File: config.mk
export PLATFORM = sky130hd
export DESIGN_NAME = exec_hazard_ctrl_flat
export DESIGN_NICKNAME = d
export VERILOG_FILES = /design/src/rtl/exec_hazard_ctrl_if.sv /design/src/rtl/exec_hazard_ctrl.sv /design/src/flat_wrapper.sv
export SDC_FILE = /design/constraint.sdc
export NUM_CORES = 1
export LEC_CHECK = 0
export ABC_AREA = 0
export ABC_CLOCK_PERIOD_IN_PS = 3200
export CAP_MARGIN = 20
export CORE_AREA = 3 3 40 42
export DETAILED_ROUTE_END_ITERATION = 10
export DIE_AREA = 0 0 43 45
export PLACE_DENSITY = 0.76
export RECOVER_POWER = 100
export SYNTH_ARGS = -nofsm -noshare
export SYNTH_HDL_FRONTEND = slang
export SYNTH_SLANG_ARGS = --single-unit
File: constraint.sdc
create_clock -name clk -period 3.2 [get_ports clk]
set_input_delay 0.32 -clock clk [delete_from_list [all_inputs] [get_ports clk]]
set_output_delay 0.32 -clock clk [all_outputs]
set_load 0.02 [all_outputs]
File: src/rtl/exec_hazard_ctrl_if.sv
// Hazard-control bundle between the execute-stage pipeline and exec_hazard_ctrl.
// The master drives the decode/execute status and the slave returns PC-select, stall and flush controls.
interface exec_hazard_ctrl_if #(
  parameter int REG_W = 5
);
  logic             Branch_E;
  logic             Uncond_E;
  logic             BrReg_E;
  logic             zero_E;
  logic             MemRead_E;
  logic [REG_W-1:0] rd_E;
  logic [REG_W-1:0] rs1_D;
  logic [REG_W-1:0] rs2_D;
  logic             useRs2_D;
  logic             dmem_busy;
  logic [1:0]       PCSrc;
  logic             stall_F;
  logic             stall_D;
  logic             stall_E;
  logic             flush_D;
  logic             flush_E;

  modport master (
    output Branch_E, Uncond_E, BrReg_E, zero_E, MemRead_E,
    output rd_E, rs1_D, rs2_D, useRs2_D, dmem_busy,
    input  PCSrc, stall_F, stall_D, stall_E, flush_D, flush_E
  );

  modport slave (
    input  Branch_E, Uncond_E, BrReg_E, zero_E, MemRead_E,
    input  rd_E, rs1_D, rs2_D, useRs2_D, dmem_busy,
    output PCSrc, stall_F, stall_D, stall_E, flush_D, flush_E
  );
endinterface

File: src/rtl/exec_hazard_ctrl.sv
// Execute-stage sequencer: branch redirect/flush, load-use bubble and dmem freeze.
// Defining EXEC_HAZARD_PERF_EN adds the ld_stall_cnt / br_flush_cnt event counters.
module exec_hazard_ctrl #(
  parameter int BRANCH_PENALTY = 2,
  parameter int REG_W          = 5,
  parameter int ZR_IDX         = 31
) (
  input  logic                clk,
  input  logic                reset,
  exec_hazard_ctrl_if.slave   hz
`ifdef EXEC_HAZARD_PERF_EN
  ,
  output logic [31:0]         ld_stall_cnt,
  output logic [31:0]         br_flush_cnt
`endif
);

  localparam int CNT_W = (BRANCH_PENALTY > 1) ? $clog2(BRANCH_PENALTY) : 1;
  localparam logic [CNT_W-1:0] CNT_LOAD = CNT_W'(BRANCH_PENALTY - 1);
  localparam logic [REG_W-1:0] ZR      = REG_W'(ZR_IDX);

  typedef enum logic [1:0] {
    RUN     = 2'b00,
    LDSTALL = 2'b01,
    FLUSH   = 2'b10
  } state_t;

  state_t           state_r;
  state_t           state_nxt_s;
  logic [CNT_W-1:0] cnt_r;
  logic [CNT_W-1:0] cnt_nxt_s;

  logic       taken_s;
  logic       ld_hz_s;
  logic [1:0] target_s;
  logic [1:0] pcsrc_s;
  logic       stall_f_s;
  logic       stall_d_s;
  logic       stall_e_s;
  logic       flush_d_s;
  logic       flush_e_s;

  // Branch-taken and load-use hazard decode; XZR is never a real producer.
  always_comb begin
    taken_s  = hz.Uncond_E | hz.BrReg_E | (hz.Branch_E & hz.zero_E);
    target_s = hz.BrReg_E ? 2'b10 : 2'b01;
    ld_hz_s  = hz.MemRead_E & (hz.rd_E != ZR) &
               ((hz.rd_E == hz.rs1_D) | (hz.useRs2_D & (hz.rd_E == hz.rs2_D)));
  end

  // State and penalty counter register.
  always_ff @(posedge clk or posedge reset) begin
    if (reset) begin
      state_r <= RUN;
      cnt_r   <= '0;
    end else begin
      state_r <= state_nxt_s;
      cnt_r   <= cnt_nxt_s;
    end
  end

  // Next-state and raw control decode; dmem_busy freezes everything and defers pending work.
  always_comb begin
    state_nxt_s = state_r;
    cnt_nxt_s   = cnt_r;
    pcsrc_s     = 2'b00;
    stall_f_s   = 1'b0;
    stall_d_s   = 1'b0;
    stall_e_s   = 1'b0;
    flush_d_s   = 1'b0;
    flush_e_s   = 1'b0;
    if (hz.dmem_busy) begin
      stall_f_s = 1'b1;
      stall_d_s = 1'b1;
      stall_e_s = 1'b1;
    end else begin
      case (state_r)
        RUN: begin
          if (taken_s) begin
            pcsrc_s   = target_s;
            flush_d_s = 1'b1;
            flush_e_s = 1'b1;
            if (BRANCH_PENALTY > 1) begin
              state_nxt_s = FLUSH;
              cnt_nxt_s   = CNT_LOAD;
            end else begin
              state_nxt_s = RUN;
            end
          end else if (ld_hz_s) begin
            stall_f_s   = 1'b1;
            stall_d_s   = 1'b1;
            flush_e_s   = 1'b1;
            state_nxt_s = LDSTALL;
          end else begin
            state_nxt_s = RUN;
          end
        end
        LDSTALL: begin
          state_nxt_s = RUN;
        end
        FLUSH: begin
          flush_d_s = 1'b1;
          if (cnt_r == {{(CNT_W-1){1'b0}}, 1'b1}) begin
            state_nxt_s = RUN;
            cnt_nxt_s   = '0;
          end else begin
            cnt_nxt_s = cnt_r - {{(CNT_W-1){1'b0}}, 1'b1};
          end
        end
        default: begin
          state_nxt_s = RUN;
          cnt_nxt_s   = '0;
        end
      endcase
    end
  end

  // Output drive, forced quiet while reset is asserted.
  always_comb begin
    if (reset) begin
      hz.PCSrc   = 2'b00;
      hz.stall_F = 1'b0;
      hz.stall_D = 1'b0;
      hz.stall_E = 1'b0;
      hz.flush_D = 1'b0;
      hz.flush_E = 1'b0;
    end else begin
      hz.PCSrc   = pcsrc_s;
      hz.stall_F = stall_f_s;
      hz.stall_D = stall_d_s;
      hz.stall_E = stall_e_s;
      hz.flush_D = flush_d_s;
      hz.flush_E = flush_e_s;
    end
  end

`ifdef EXEC_HAZARD_PERF_EN
  logic ld_evt_s;
  logic br_evt_s;

  // Event pulses; both are naturally zero while frozen.
  always_comb begin
    ld_evt_s = (state_r == RUN) & (state_nxt_s == LDSTALL);
    br_evt_s = (state_r == RUN) & ~hz.dmem_busy & taken_s;
  end

  // Wrapping 32-bit event counters.
  always_ff @(posedge clk or posedge reset) begin
    if (reset) begin
      ld_stall_cnt <= 32'd0;
      br_flush_cnt <= 32'd0;
    end else begin
      if (ld_evt_s) begin
        ld_stall_cnt <= ld_stall_cnt + 32'd1;
      end else begin
        ld_stall_cnt <= ld_stall_cnt;
      end
      if (br_evt_s) begin
        br_flush_cnt <= br_flush_cnt + 32'd1;
      end else begin
        br_flush_cnt <= br_flush_cnt;
      end
    end
  end
`else
  // Counters are absent in this build.
`endif

endmodule

File: src/flat_wrapper.sv
// flat-port wrapper written by rule: the top's interface ports become plain ports
module exec_hazard_ctrl_flat 
#(
  parameter int BRANCH_PENALTY = 2,
  parameter int REG_W          = 5,
  parameter int ZR_IDX         = 31
)
  (clk, reset, hz_Branch_E, hz_Uncond_E, hz_BrReg_E, hz_zero_E, hz_MemRead_E, hz_rd_E, hz_rs1_D, hz_rs2_D, hz_useRs2_D, hz_dmem_busy, hz_PCSrc, hz_stall_F, hz_stall_D, hz_stall_E, hz_flush_D, hz_flush_E);
  exec_hazard_ctrl_if #(.REG_W(REG_W)) hz_i ();
  input  logic clk;
  input  logic reset;
  input wire logic [$bits(hz_i.Branch_E)-1:0] hz_Branch_E;
  input wire logic [$bits(hz_i.Uncond_E)-1:0] hz_Uncond_E;
  input wire logic [$bits(hz_i.BrReg_E)-1:0] hz_BrReg_E;
  input wire logic [$bits(hz_i.zero_E)-1:0] hz_zero_E;
  input wire logic [$bits(hz_i.MemRead_E)-1:0] hz_MemRead_E;
  input wire logic [$bits(hz_i.rd_E)-1:0] hz_rd_E;
  input wire logic [$bits(hz_i.rs1_D)-1:0] hz_rs1_D;
  input wire logic [$bits(hz_i.rs2_D)-1:0] hz_rs2_D;
  input wire logic [$bits(hz_i.useRs2_D)-1:0] hz_useRs2_D;
  input wire logic [$bits(hz_i.dmem_busy)-1:0] hz_dmem_busy;
  output wire logic [$bits(hz_i.PCSrc)-1:0] hz_PCSrc;
  output wire logic [$bits(hz_i.stall_F)-1:0] hz_stall_F;
  output wire logic [$bits(hz_i.stall_D)-1:0] hz_stall_D;
  output wire logic [$bits(hz_i.stall_E)-1:0] hz_stall_E;
  output wire logic [$bits(hz_i.flush_D)-1:0] hz_flush_D;
  output wire logic [$bits(hz_i.flush_E)-1:0] hz_flush_E;
  assign hz_i.Branch_E = hz_Branch_E;
  assign hz_i.Uncond_E = hz_Uncond_E;
  assign hz_i.BrReg_E = hz_BrReg_E;
  assign hz_i.zero_E = hz_zero_E;
  assign hz_i.MemRead_E = hz_MemRead_E;
  assign hz_i.rd_E = hz_rd_E;
  assign hz_i.rs1_D = hz_rs1_D;
  assign hz_i.rs2_D = hz_rs2_D;
  assign hz_i.useRs2_D = hz_useRs2_D;
  assign hz_i.dmem_busy = hz_dmem_busy;
  assign hz_PCSrc = hz_i.PCSrc;
  assign hz_stall_F = hz_i.stall_F;
  assign hz_stall_D = hz_i.stall_D;
  assign hz_stall_E = hz_i.stall_E;
  assign hz_flush_D = hz_i.flush_D;
  assign hz_flush_E = hz_i.flush_E;
  exec_hazard_ctrl #(.BRANCH_PENALTY(BRANCH_PENALTY), .REG_W(REG_W), .ZR_IDX(ZR_IDX)) u_core (.clk(clk), .reset(reset), .hz(hz_i));
endmodule
# Word-level counts from Yosys, hierarchy flattened
# Index checks and enable logic that the tools add are counted.
# classes
add_sub_neg,1
eq_ne,7
n_mux,27
n_bitwise,9
n_reduce_logical,3
# ops
operator,count
$mux 1,17
$mux 2,7
$eq 5x5->1,2
$ne 5x5->1 const B,1
$and 1x1->1,4
$ne 2x1->1 const B,2
$pmux 2 s2,1
$or 1x1->1,3
$pmux 1 s3,1
$reduce_and 3->1,1
$eq 2x1->1 const B,1
$eq 2x2->1 const B,1
$logic_not 2->1,1
$not 1->1,2
$pmux 1 s2,1
$reduce_and 2->1,1
$sub 1x1->1 const B,1
# word_totals
regBits,3
in_bits,24
output_inout_bits,7

# Depth between registers and ports, before layout
# Gate-level depths: netlist of the first run.
# logic_depth
ltp_word,9
depth_mapped,5
ltp_nobuf,4

# Worst setup path before layout of the first run
# Ideal clock, no wire load.
# synth_path
kind,in2out
start,input hz_Branch_E
end,output hz_stall_F
arrival_time_ns,1.799
t_required_ns,2.880
slack_ns,1.081
path_stages,5
path_buffers,1
path_cell_list,a211o_1 -> nor2_4 -> or4b_1 -> o21bai_1 -> buf_4
# synth_via
elab_chain_len,6
# synth_lines
item,line,rtl
"start, declared",flat_wrapper.sv:12,input wire logic [$bits(hz_i.Branch_E)-1:0] hz_Branch_E;
$and 1x1->1,exec_hazard_ctrl.sv:45,taken_s = hz.Uncond_E | hz.BrReg_E | (hz.Branch_E & hz.zero_E);
$or 1x1->1,exec_hazard_ctrl.sv:45,
$mux 1 (4 in a row),-,
"end, declared",flat_wrapper.sv:23,output wire logic [$bits(hz_i.stall_F)-1:0] hz_stall_F;
# No other way between the ends.

# Final worst setup path of the first run
# layout_path
start,input hz_BrReg_E
end,output hz_stall_D
# layout_via
elab_chain_len,6
# layout_lines
item,line,rtl
"start, declared",flat_wrapper.sv:14,input wire logic [$bits(hz_i.BrReg_E)-1:0] hz_BrReg_E;
$or 1x1->1 (2 in a row),exec_hazard_ctrl.sv:45,
$mux 1,exec_hazard_ctrl.sv:79,if (taken_s) begin
$mux 1,exec_hazard_ctrl.sv:77,case (state_r)
$mux 1,exec_hazard_ctrl.sv:72,if (hz.dmem_busy) begin
$mux 1,exec_hazard_ctrl.sv:120,if (reset) begin
"end, declared",flat_wrapper.sv:24,output wire logic [$bits(hz_i.stall_D)-1:0] hz_stall_D;
# No other way between the ends.

==> results.yml, run 1 <==
run_status:
  status: "complete, no violations"
pwr:
  p_leak_nw: 0.2730
  p_total_mw: 0.2375
  pwr_density_cell_mw_per_mm2: 344.5
  peakVddDrop_mv: 0.2982
layout:
  fin_util: 0.5365
  syn2layout_area_growth_pct: 94.01
  nets: 102
  diodes: 0
  drive_above_1_share: 0.06494
die:
  die_h_um: 45
  ios: 31
  core_mm2: 0.001285
  die-area_mm2: 0.001935
  rows: 13
  initial_core_util: 0.2765
  die_w_um: 43
clocking:
  clock-sinks: 3
  cts.path.max_buffers: 2
  clk_pin_slew_ps: 40
  post_cts_resized: 0
  cts_setup_buffers: 0
  cts_hold_buf: 0
  cts_buffers: 3
  cts-root-buf: "clkbuf_4"
  clk-insertion-delay-late_ps: 230
  htreeDepth: 1
  cts_tree: "done"
critical_path:
  endpoint: "hz_stall_D"
  startpoint_type: "input pin"
  reg2reg_depth: 3
  crit_type: "input pin to primary output"
  critPathMaxStageDelay_ps: 630
  crit_start: "hz_BrReg_E"
  cp.required_ps: 2880
  rrSetupSlack_ps: 1930
  r2r_start: "u_core.state_r[1]"
  rr_endpoint: "u_core.state_r[0]"
  cp.arrival_ps: 2610
  worst_path_max_delay_cell: "clkdlybuf4s50_1"
  cp-end-kind: "primary output"
  crit_path_cell_trace: "dlygate4sd3_1 -> a211o_1 -> nor2_4 -> or4b_1 -> o21bai_1 -> clkdlybuf4s50_1"
  cp_max_fo: 4
synthesis:
  async_reset_ff_frac: 1.000
  synth_fp_nets: 69
  synth_edf_count: 0
  synthTopCellsByArea: "xor2_1, dfrtp_1, o21ai_0"
  yosysWarnings: 0
  synth_ff_type: "dfrtp_1"
  netlist_instances: 45
  ys_ff_latch: 3
  syn_area_um2: 355.3
  synth.avg_cell_area_um2: 7.896
  synth_seq_area_share: 0.2113
  synth_cell_types: 23
  synth_area_leader_cell: "xor2_1"
  synth_top_area_frac: 0.2218
sta:
  max-slew-margin-rel: 0.7283
  period_share: 0.9148
  skew_ps: 2.490
  post-route-min-period_ps: 2927
  report.final.slew_viol_count: 0
  fin_setup_tns_ps: 0
  tightestPinTransition_ps: 403.8
  rsz0062_at_grt: "false"
  setup_viol: 0
  hold_violations: 0
  fmax_mhz: 341.6
placement:
  hpwlAfterDp_um: 942.7
  io_buffers: 30
  globalplace.congestion: 0.6897
detailed_routing:
  via_count: 412
  drtPass1Iterations: 3
  routedWlPerCell_um: 11.76
  drt-total-wl_mm: 1.082
  ant_nets: 0
  drc: 0
  viasPerCell: 4.478
  drtIter0Drc: 7
min_path:
  hold_path.class: "input pin to asynchronous set/reset pin"
global_route:
  grt_pass1_vias: 387
  antenna_found_initial: 0
  grt_use_total: 0.1143
  grt_pass1_wl_mm: 1.697
  grt_max_degree: 10
  grt_overflow: 0
run:
  cap_violations: 0
[stage by stage]
step           instance area [um^2]  setup WS (ps)  hold WS (ps)  instances
5_1_grt                       689.4          153.2         501.9         92
2_1_floorplan                 355.3           1081         73.64         45
4_1_cts                       689.4          386.1         355.7         92
3_5_place_dp                  663.1          384.6         481.8         88
6_report                      689.4          272.6         476.3         92
3_3_place_gp                  663.1          437.0         474.5         88
[worst min-delay path by stage]
stage	startpoint	slack (ps)	to
5_1_grt	u_core.cnt_r	500	u_core.cnt_r
3_3_place_gp	u_core.cnt_r	470	u_core.cnt_r
6_report	reset	480	u_core.cnt_r
4_1_cts	reset	360	u_core.cnt_r
2_1_floorplan	reset	70	u_core.cnt_r
3_5_place_dp	u_core.cnt_r	480	u_core.cnt_r
[worst max-delay path, delay by kind of cell]
family                 cells  cell delay (ps)
buffers and inverters      2             1200
AO/OA/AOI/OAI              2              520
AND/OR/NAND/NOR            2              560
[kinds of logic after synthesis]
family / share of synthesized area
DFF: 0.2113
AOI/OAI and AO/OA: 0.1902
and+or+nand+nor: 0.2993
xor gates and xnor gates: 0.2465
buffers and inverters: 0.05282
[sequential cells by signal (all words and copies together), names as in the netlist]
name	count
u_core.cnt_r	1
u_core.state_r	2
[cell usage in the layout, fill, tap and decap left out, drive strengths merged]
| cell type | netlist | routed |
|---|---|---|
| or4b | 2 | 2 |
| and2 | 1 | 1 |
| nand3 | 1 | 1 |
| nand2 | 4 | 4 |
| dfrtp | 3 | 3 |
| o41ai | 1 | 1 |
| o21bai | 1 | 1 |
| xnor2 | 1 | 1 |
| clkbuf | 1 | 4 |
| nand2b | 1 | 1 |
| a211o | 1 | 1 |
| clkdlybuf4s50 | 0 | 23 |
| nor2 | 4 | 4 |
| dlygate4sd3 | 0 | 7 |
| nor4 | 3 | 3 |
| xor2 | 9 | 9 |
| nor3 | 1 | 1 |
| inv | 2 | 2 |
| a2bb2oi | 1 | 1 |
| o21ai | 5 | 5 |
| nor2b | 1 | 1 |
| a32oi | 1 | 1 |
[per-layer routing]
layer / global-route usage / up-vias / routed length (um)
met4: 0.05422 / 0 / 0
met3: 0.03586 / 0 / 71
met1: 0.1477 / 175 / 492
met5: 0 / - / 0
met2: 0.1737 / 11 / 518
li1: - / 226 / -
[area by class of cell]
type / instances / area (um^2)
fill: 129 / 595.6
timing repair buffer: 30 / 300.3
multi-input combinational: 38 / 261.5
sequential: 3 / 75.07
clock buffer: 4 / 26.28
tap: 15 / 18.77
inverter: 2 / 7.507
[report_power, final]
group / total (mW) / switching, mW / leakage (nW) / internal (mW)
clock: 0.0652 / 0.0185 / 0.0150 / 0.0467
combinational: 0.106 / 0.0438 / 0.221 / 0.0620
sequential: 0.0665 / 0.0152 / 0.0368 / 0.0513
total: 0.237 / 0.0775 / 0.273 / 0.160
[cells in the mapped netlist (2+ instances only)]
cell / instances
inv_1: 2
o21ai_0: 4
or4b_1: 2
xor2_1: 9
dfrtp_1: 3
nand2_1: 4
nor4_1: 3
nor2_1: 3
(Power assumes the default switching activity.)
==> run 2, diff against run 1 <==
SLEW_MARGIN = 0   (was unset)
==> results of run 2 <==
Same layout as run 1: the final DEF is identical, and so are final timing and power.
